File: src/rtl/trisc_pkg.sv
// rtl/trisc_pkg.sv - shared TRISC loader types and sizing constants
package trisc_pkg;

    localparam int TRISC_DEPTH  = 16;
    localparam int TRISC_ADDR_W = 4;
    localparam int TRISC_DATA_W = 8;
    localparam int CSUM_W       = 8;

    typedef enum logic [2:0] {
        ST_IDLE   = 3'd0,
        ST_LOAD   = 3'd1,
        ST_CHECK  = 3'd2,
        ST_VERIFY = 3'd3,
        ST_DONE   = 3'd4,
        ST_ERROR  = 3'd5
    } loader_state_t;

endpackage

File: src/rtl/loader_checksum.sv
// rtl/loader_checksum.sv - mod-2^W byte accumulator with clear/add and lookahead sum
module loader_checksum
    import trisc_pkg::*;
#(
    parameter int W = CSUM_W
) (
    input  logic         i_clk,
    input  logic         i_rst,
    input  logic         i_clear,
    input  logic         i_add,
    input  logic [W-1:0] i_data,
    output logic [W-1:0] o_value,
    output logic [W-1:0] o_next
);

    logic [W-1:0] r_acc;

    // o_next lets the owner compare against the sum including the current byte
    assign o_next  = r_acc + i_data;
    assign o_value = r_acc;

    always_ff @(posedge i_clk) begin
        if (i_rst || i_clear) begin
            r_acc <= '0;
        end else if (i_add) begin
            r_acc <= o_next;
        end
    end

endmodule

File: src/rtl/trisc_program_loader.sv
// rtl/trisc_program_loader.sv - loads the 16x8 TRISC program RAM from a byte stream and verifies it
module trisc_program_loader
    import trisc_pkg::*;
#(
    parameter int DEPTH  = TRISC_DEPTH,
    parameter int ADDR_W = TRISC_ADDR_W,
    parameter int DATA_W = TRISC_DATA_W
) (
    input  logic              SysClock,
    input  logic              Clear,
    input  logic              Start,
    input  logic              InValid,
    input  logic [DATA_W-1:0] InData,
    output logic              InReady,
    output logic [ADDR_W-1:0] RAMaddr,
    output logic [DATA_W-1:0] RAMdata,
    output logic              RAMwrite,
    input  logic [DATA_W-1:0] MDO,
    output logic              Owner,
    output logic              HoldCPU,
    output logic              Done,
    output logic              Error
);

    loader_state_t     r_state;
    loader_state_t     w_next;
    logic [ADDR_W-1:0] r_count;
    logic [ADDR_W:0]   r_vcnt;

    logic              w_accept;
    logic              w_clear_sums;
    logic              w_sum_add;
    logic              w_rsum_add;
    logic              w_owns;
    logic [CSUM_W-1:0] w_sum;
    logic [CSUM_W-1:0] w_sum_next;
    logic [CSUM_W-1:0] w_rsum;
    logic [CSUM_W-1:0] w_rsum_next;

    assign InReady  = (r_state == ST_LOAD) || (r_state == ST_CHECK);
    assign w_accept = InValid && InReady;

    // ERROR keeps ownership so the processor can never start on a bad image
    assign w_owns = (w_next == ST_LOAD) || (w_next == ST_CHECK) ||
                    (w_next == ST_VERIFY) || (w_next == ST_ERROR);

    loader_checksum #(.W(CSUM_W)) u_load_sum (
        .i_clk   (SysClock),
        .i_rst   (Clear),
        .i_clear (w_clear_sums),
        .i_add   (w_sum_add),
        .i_data  (CSUM_W'(InData)),
        .o_value (w_sum),
        .o_next  (w_sum_next)
    );

    loader_checksum #(.W(CSUM_W)) u_read_sum (
        .i_clk   (SysClock),
        .i_rst   (Clear),
        .i_clear (w_clear_sums),
        .i_add   (w_rsum_add),
        .i_data  (CSUM_W'(MDO)),
        .o_value (w_rsum),
        .o_next  (w_rsum_next)
    );

    always_ff @(posedge SysClock) begin
        if (Clear) begin
            r_state <= ST_IDLE;
        end else begin
            r_state <= w_next;
        end
    end

    always_comb begin
        w_next       = r_state;
        w_clear_sums = 1'b0;
        w_sum_add    = 1'b0;
        w_rsum_add   = 1'b0;
        case (r_state)
            ST_IDLE, ST_DONE, ST_ERROR: begin
                if (Start) begin
                    w_next       = ST_LOAD;
                    w_clear_sums = 1'b1;
                end
            end
            ST_LOAD: begin
                if (w_accept) begin
                    w_sum_add = 1'b1;
                    if (r_count == ADDR_W'(DEPTH - 1)) begin
                        w_next = ST_CHECK;
                    end
                end
            end
            ST_CHECK: begin
                if (w_accept) begin
                    w_next = (w_sum_next == '0) ? ST_VERIFY : ST_ERROR;
                end
            end
            ST_VERIFY: begin
                // MDO lags the address by one cycle, so the first sample is skipped
                if (r_vcnt != '0) begin
                    w_rsum_add = 1'b1;
                end
                if (r_vcnt == (ADDR_W + 1)'(DEPTH)) begin
                    w_next = (w_rsum_next == w_sum) ? ST_DONE : ST_ERROR;
                end
            end
            default: w_next = ST_IDLE;
        endcase
    end

    always_ff @(posedge SysClock) begin
        if (Clear) begin
            RAMaddr  <= '0;
            RAMdata  <= '0;
            RAMwrite <= 1'b0;
            Owner    <= 1'b0;
            HoldCPU  <= 1'b0;
            Done     <= 1'b0;
            Error    <= 1'b0;
            r_count  <= '0;
            r_vcnt   <= '0;
        end else begin
            RAMwrite <= 1'b0;
            Owner    <= w_owns;
            HoldCPU  <= w_owns;
            Done     <= (w_next == ST_DONE);
            Error    <= (w_next == ST_ERROR);
            if (w_clear_sums) begin
                r_count <= '0;
            end
            case (r_state)
                ST_LOAD: begin
                    if (w_accept) begin
                        RAMaddr  <= r_count;
                        RAMdata  <= InData;
                        RAMwrite <= 1'b1;
                        r_count  <= r_count + ADDR_W'(1);
                    end
                end
                ST_CHECK: begin
                    if (w_next == ST_VERIFY) begin
                        RAMaddr <= '0;
                        r_vcnt  <= '0;
                    end
                end
                ST_VERIFY: begin
                    r_vcnt <= r_vcnt + (ADDR_W + 1)'(1);
                    if (r_vcnt < (ADDR_W + 1)'(DEPTH - 1)) begin
                        RAMaddr <= r_vcnt[ADDR_W-1:0] + ADDR_W'(1);
                    end
                end
                default: ;
            endcase
        end
    end

endmodule

File: config.mk
export PLATFORM = sky130hd
export DESIGN_NAME = trisc_program_loader
export DESIGN_NICKNAME = d
export VERILOG_FILES = /design/src/rtl/trisc_pkg.sv /design/src/rtl/loader_checksum.sv /design/src/rtl/trisc_program_loader.sv
export SDC_FILE = /design/constraint.sdc
export NUM_CORES = 1
export LEC_CHECK = 0
export CAP_MARGIN = 30
export CORE_UTILIZATION = 40
export CTS_CLUSTER_SIZE = 8
export DETAILED_ROUTE_END_ITERATION = 8
export PLACE_DENSITY = 0.59
export SLEW_MARGIN = 5
export SYNTH_ARGS = -nofsm -noshare
export SYNTH_HDL_FRONTEND = slang
export SYNTH_SLANG_ARGS = --single-unit
File: constraint.sdc
create_clock -name SysClock -period 3.4 [get_ports SysClock]
set_input_delay 0.51 -clock SysClock [delete_from_list [all_inputs] [get_ports SysClock]]
set_output_delay 0.51 -clock SysClock [all_outputs]
set_load 0.005 [all_outputs]
==> metrics list <==
- Clock-pin slew was measured on the worst setup and hold paths at 0.09 ns.
* Highest routing layer actually used: met4
* Vias after detailed routing: 2451
- The clock passes through at most 2 buffers.
- The share of synthesized area in the top cell type comes to 0.309.
* Hold-fix buffer count after cts: 0
- Synthesized net count: ~380
* Critical path arrival: 3.13 ns
* Final number of max-transition violations: 0
- Cell-internal power: 842 uW
- Number of global-route vias before repair: 2341
- After detailed routing, the met3 layer carries 177 um of wire.
- Of the total power, combinational logic draws 0.170.
* Final-layout worst hold slack: 0.456 ns
- Crit end category: flip-flop
* Sequential share of power: 0.473
* Placeable Area: 6830 sq um
- First-pass GRT wire length: about 11000 um
- The later pin in the worst-skew pair is clocked with a latency of about 0.30 ns.
- Post-synth top area cell: sky130_fd_sc_hd__dfxtp_1
- TritonCTS created 5 clock buffers.
* Gates resized, CTS repair: 0
- The worst setup path is of the input pin to flip-flop kind.
* Cell area after synthesis: 2850 sq um
- Entering global routing, the biggest net connects 27 pins.
- The critical path goes through clkdlybuf4s50_1, ha_1, a211o_1, a2111o_1, a31oi_4, xnor2_1, a31oi_4, nor4_1, nor3_2.
- Counting flops with a built-in enable in the synthesized netlist gives 0.
* Top fanout value on the critical path: 4
- Tightest Pin Transition: 0.677 ns
* Power, Total: 1140 uW
* Initial drt markers: 84
- Across the run, the number of max-cap violations was 0.
- Setup violations remaining at the end of the flow were counted as 0.
* Fraction of layout instances using a drive strength above 1: 0.0818
* CTS H-tree lvls: 2
- Detailed placement finished with a half-perimeter wire length of 4760 um.
- TritonCTS built the clock tree.
* Wire length reported by the detailed router: 6340 um
- The routed design uses 2970 um of met2 wire.
* CTS Root Cell: sky130_fd_sc_hd__clkbuf_8
- Power spread over the standard cell area amounts to 334 nW/um^2.
- The tightest min-delay check is of the flip-flop to flip-flop type.
- DRC violation count after routing: 0
* Synth-to-layout area growth: 19.9%
- Fill cells: 701
* Placed instance count: 467
- Measured along the y axis, the die boundary spans around 86 um.
* Post-layout net count: 417
- Congestion Overflow GR: 0
- Setup repair after global routing left no endpoint under its margin.
- Number of register bits inferred by synthesis: 44
- The first detailed-routing pass ran for 4 iterations.
* Initial antenna violation count: 0
- Counting stages on the worst path, the most repeated cell is sky130_fd_sc_hd__a31oi_4.
- For this run, the register share of the synthesized area comes to 0.309.
- Buffers added to address setup during post-CTS repair amount to 0.
- The finished layout holds 475 standard cells, fillers aside.
- Delay of the slowest cell on the worst path: roughly 0.45 ns
* Max frequency: approximately 340 MHz
- Final-layout setup total negative slack: 0 ns
* Count of buffers from port buffering: 37
- Prevailing post-synth register cell: sky130_fd_sc_hd__dfxtp_1
* Peak supply drop: 0.346 mV
- Clk sinks: 44
* Top cells by count, synth: 44 x sky130_fd_sc_hd__dfxtp_1, 39 x sky130_fd_sc_hd__nand2_1, 38 x sky130_fd_sc_hd__nor2_1, 34 x sky130_fd_sc_hd__a21oi_1, 17 x sky130_fd_sc_hd__ha_1
- Remaining max-slew budget at the tightest pin: 0.549
- Proportion of register bits with asynchronous set or reset after synthesis: 0
- Final hold vios: 0
- Detail-routed via count per cell: ~5.2
- Clock network power share: 0.357
- Synthesis produced about 340 cells.
- Each instance of the synthesized netlist takes up on average 8.32 sq um.
- Slowest stage cell on the critical path: sky130_fd_sc_hd__clkdlybuf4s50_1
- In this run, distinct cell masters in the synthesized netlist total 61.
- Shortest clock period the worst path allows after layout: 2.94 ns
* Share of the clock period used by the worst path after layout: 0.864
- I/O pin count: 38
* Leading cell type by number of instances after synthesis: sky130_fd_sc_hd__dfxtp_1
- Status: finished, final reports clean
- In this run the core area contains 30 standard-cell rows.
- STA classifies the critical path startpoint as an input pin.
- Switching fraction of total power: 0.262
- In this run the remaining antenna-violating nets after routing total 0.
- The Yosys step of the flow raised 0 warnings.
* Combined global-route utilization of all metal layers: 0.179
- Clock skew on the completed layout was measured at 0.00450 ns.
* Floorplan die width: roughly 86 um
* Required time of the worst setup path: between 3 and 4 ns
- Antenna cell count: 0
- Setup slack on the worst reg-to-reg path comes out at 0.78 ns.
- Last weighted congestion value of the routability-driven placer: ~0.80
- Area of the die: 7460 sq um
- Avg WL per Cell: 13.3 um
- The analysis attributes to cell leakage a power of 0.00131 uW.
- Ranked by total cell area, the synthesized netlist is headed by sky130_fd_sc_hd__dfxtp_1 31%, sky130_fd_sc_hd__ha_1 7.5%, sky130_fd_sc_hd__a21oi_1 6.0%.
- The analysis attributes to net switching a power of 299 uW.
* Post-route met1 wirelength: 3120 um
- For this configuration, the core starts out at a cell density of 0.417.
[metal layers]
metal  track usage  vias to the layer above
met5             0                        -
met4        0.0470                        0
met3        0.0400                        8
met2         0.306                       35
met1         0.229                     1125
li1              -                     1283
[metrics by stage]
stage	setup slack, ns	instance area, sq um	utilization
final	0.462	3410	0.499
after global routing	0.301	3410	0.499
after CTS	0.484	3410	0.499
after detailed placement	0.184	3300	0.484
after global placement	0.181	3300	0.484
after floorplan	0.758	2850	-
[power groups by stage]
stage	Combinational, uW	Sequential (uW)	Clock, uW
floorplan	125	549	0
global placement	192	552	0
detailed placement	193	552	0
CTS	194	540	419
global route	215	542	442
finish	194	539	407
[logic make-up (layout without fill, tap and decap cells)]
family | count (synthesis) | count (layout) | share of synthesized area
simple gates | 125 | 125 | 0.215
mux | 10 | 10 | 0.0352
buf+inv | 30 | 67 | 0.0470
compound gates | 91 | 91 | 0.223
xor+xnor | 23 | 23 | 0.0809
flops | 44 | 44 | 0.309
fa+ha+maj | 19 | 19 | 0.0888
[critical path: cells and delay by family]
family                   cells  cell delay, ns
AND/OR/NAND/NOR              2            0.44
buffers and inverters        1            0.45
XOR/XNOR                     1            0.23
adder cells (fa/ha/maj)      1            0.33
AO/OA/AOI/OAI                4            1.17
[cell usage in the layout (no fill, tap or decap), types with 7 or more instances in the layout]
cell type,count
sky130_fd_sc_hd__clkdlybuf4s50_1,37
sky130_fd_sc_hd__xnor2_1,13
sky130_fd_sc_hd__xor2_1,8
sky130_fd_sc_hd__nor2b_1,7
sky130_fd_sc_hd__o21ai_0,12
sky130_fd_sc_hd__a21oi_1,34
sky130_fd_sc_hd__nor2_1,38
sky130_fd_sc_hd__dfxtp_1,44
sky130_fd_sc_hd__ha_1,17
sky130_fd_sc_hd__nor3_1,9
sky130_fd_sc_hd__mux2i_1,10
sky130_fd_sc_hd__inv_1,16
sky130_fd_sc_hd__nand2_1,39
sky130_fd_sc_hd__nand3_1,8
[sequential cells by signal, indices dropped and copies added (netlist names)]
name / flops
HoldCPU: 1
r_count: 4
r_vcnt: 5
RAMaddr: 4
r_state: 3
Error: 1
u_load_sum.o_value: 8
u_read_sum.o_value: 8
RAMdata: 8
RAMwrite: 1
Done: 1
[final cells by class]
type                       instances  area (sq um)  share of cell area
inverter                          17          63.8              0.0187
timing repair buffer              42           408               0.120
clock inverter                     2          35.0              0.0103
tap                               96           120              0.0352
multi-input combinational        268          1830               0.537
sequential                        44           881               0.258
clock buffer                       6          72.6              0.0213
[path summary, 6_finish.rpt]
| check | start | to | cells past startpoint |
|---|---|---|---|
| worst max-delay path | InData[1] | r_vcnt[0]$_SDFFE_PP0P_ | 9 |
| worst min-delay path | RAMdata[3]$_SDFFE_PP0P_ | RAMdata[3]$_SDFFE_PP0P_ | 2 |
| worst max register to register | u_load_sum.o_value[1]$_SDFFE_PP0P_ | r_vcnt[0]$_SDFFE_PP0P_ | 8 |
| worst min register to register | RAMdata[3]$_SDFFE_PP0P_ | RAMdata[3]$_SDFFE_PP0P_ | 2 |
No activity file was read; power rests on OpenSTA's default activity.
==> RTL edit: new RTL, same flow settings <==
Register the output `Error` once more, without a reset; this adds one clock of latency there. The other outputs are not delayed to match.
--- a/src/rtl/trisc_program_loader.sv
+++ b/src/rtl/trisc_program_loader.sv
@@ -21,6 +21,8 @@
     output logic              Done,
     output logic              Error
 );
+
+    logic Error_s0;
 
     loader_state_t     r_state;
     loader_state_t     w_next;
@@ -118,7 +120,7 @@
             Owner    <= 1'b0;
             HoldCPU  <= 1'b0;
             Done     <= 1'b0;
-            Error    <= 1'b0;
+            Error_s0 <= 1'b0;
             r_count  <= '0;
             r_vcnt   <= '0;
         end else begin
@@ -126,7 +128,7 @@
             Owner    <= w_owns;
             HoldCPU  <= w_owns;
             Done     <= (w_next == ST_DONE);
-            Error    <= (w_next == ST_ERROR);
+            Error_s0 <= (w_next == ST_ERROR);
             if (w_clear_sums) begin
                 r_count <= '0;
             end
@@ -156,5 +158,9 @@
         end
     end
 
+    always_ff @(posedge SysClock) begin
+        Error <= Error_s0;
+    end
+
 endmodule
 
Function: same outputs for any inputs over 10 cycles, from zero or initial values; that may be too few to reach the edited logic, so the function may still have changed.
==> RTL edit against the unedited design <==
- setup slack got worse by 0.020 ns
- power is 0.68% higher
- synthesized cell count increased by 0.29%
- sequential share of layout area increased by 0.40 points
- critical path depth stayed put
- utilization is 0.073 points higher
- sequential cell count up 1
- cell area is 0.70% higher
- area after synthesis up 0.70%
- clock power fell by 1%
- via count up 1.5%
- routed wire length up 1.5%
- cell count grew 0.21%
- die area increased by 0.70%
==> RTL edit: results (changes against the unedited design) <==
[status]
status=finished clean

[global_route]
grt_max_degree=27  ; unchanged
grt_pass1_vias=2389  ; +2.1%
antenna_found_initial=0  ; unchanged
grtUsageTotal_pct=18.4  ; +0.41 points
grt_pass1_wl_um=10900  ; +3.0%

[timing]
final.setup_skew_ns=0.00894  ; +0.00443 ns
maxSlewHeadroom_pct=57.7  ; +2.8 points

[power]
switching_share_pct=26.0  ; -0.19 points
p_leak_nw=1.32  ; +0.93%
ir_drop_mv=0.162  ; -53%

[critical_path]
worstRegToRegCells=8  ; unchanged
cp_max_fo=4  ; unchanged
endpoint=r_vcnt[0]
cpMaxStageDelayCell=clkdlybuf4s50_1
ff2ff_setup_slack_ns=0.74  ; -0.04 ns
critPathTopFamily=compound AO/OA/AOI/OAI gates
arrival_ns=3.15  ; +0.02 ns

[yosys]
ys_async_sr_fraction_pct=0  ; unchanged
syn_nets=382  ; +0.26%
synth_compound_area_share_pct=22.2  ; -0.16 points
synthTopCellsByArea=dfxtp_1 31%, ha_1 7.4%, a21oi_1 5.9%
muxShareOfSynthArea_pct=3.49  ; -0.025 points
synth_cell_types=61  ; unchanged
ys_seq_area_share_pct=31.4  ; +0.48 points
synthAdderAreaFrac_pct=8.82  ; -0.062 points
synth_xor_xnor_area_share_pct=8.03  ; -0.056 points
synth_common_cells=45 x dfxtp_1, 39 x nand2_1, 38 x nor2_1

[cts]
clk_pin_slew_ns=0.09  ; about the same
clockBufferDepth=2  ; unchanged
cts_buffers=5  ; unchanged
ctsResizeCount=0  ; unchanged

[finish]
nets=419  ; +0.48%
fillCellCount=707  ; +0.86%
layout-drive-gt1-share_pct=8.42  ; +0.24 points

[worst_hold_path]
min_to=Error
min_path_cells=0  ; -2
worstHoldStart=Error_s0

[place]
gp_congestion=0.833  ; +3.8%
io_buffers=37  ; unchanged
hpwlAfterDp_um=4890  ; +2.6%

[detailed_routing]
routedWlPerCell_um=13.5  ; +1.3%
drt_iter0_drc=62  ; -26%
vias_per_cell=5.23  ; +1.3%

-- RTL edit: cell types whose count changed after synthesis --
cell	change
dfxtp_1	+1
-- RTL edit: power groups by stage --
| stage | logic (W) | registers, W | clock network [W] |
|---|---|---|---|
| floorplan | 0.000125 | 0.000561 | 0 |
| global placement | 0.000192 | 0.000564 | 0 |
| detailed placement | 0.000195 | 0.000564 | 0 |
| CTS | 0.000196 | 0.000551 | 0.000412 |
| global route | 0.000217 | 0.000553 | 0.000435 |
| finish | 0.000195 | 0.000551 | 0.000403 |
-- RTL edit: routing by layer --
metal | track usage, % | wire [µm]
met4 | 5.76 | 82
met3 | 2.86 | 192
met1 | 23.1 | 3070
met2 | 32.1 | 3090
met5 | 0 | 0
-- RTL edit: layout make-up --
cell class | instances | area, µm² | area share [%]
clock inverter | 2 | 35.0 | 1.02
tap | 96 | 120 | 3.50
clock buffer | 5 | 68.8 | 2.00
multi-input combinational | 268 | 1830 | 53.3
sequential | 45 | 901 | 26.2
inverter | 17 | 63.8 | 1.86
timing repair buffer | 43 | 415 | 12.1
-- RTL edit: stage by stage --
| step | worst slack, ns | instances | power, W | hold WS, ns | cell area [µm²] |
|---|---|---|---|---|---|
| floorplan | 0.758 | 343 | 0.000686 | 0.310 | 2870 |
| global placement | 0.164 | 469 | 0.000756 | 0.317 | 3330 |
| detailed placement | 0.157 | 469 | 0.000759 | 0.324 | 3330 |
| CTS | 0.465 | 476 | 0.00116 | 0.344 | 3440 |
| global route | 0.280 | 476 | 0.00120 | 0.351 | 3440 |
| finish | 0.442 | 476 | 0.00115 | 0.344 | 3440 |
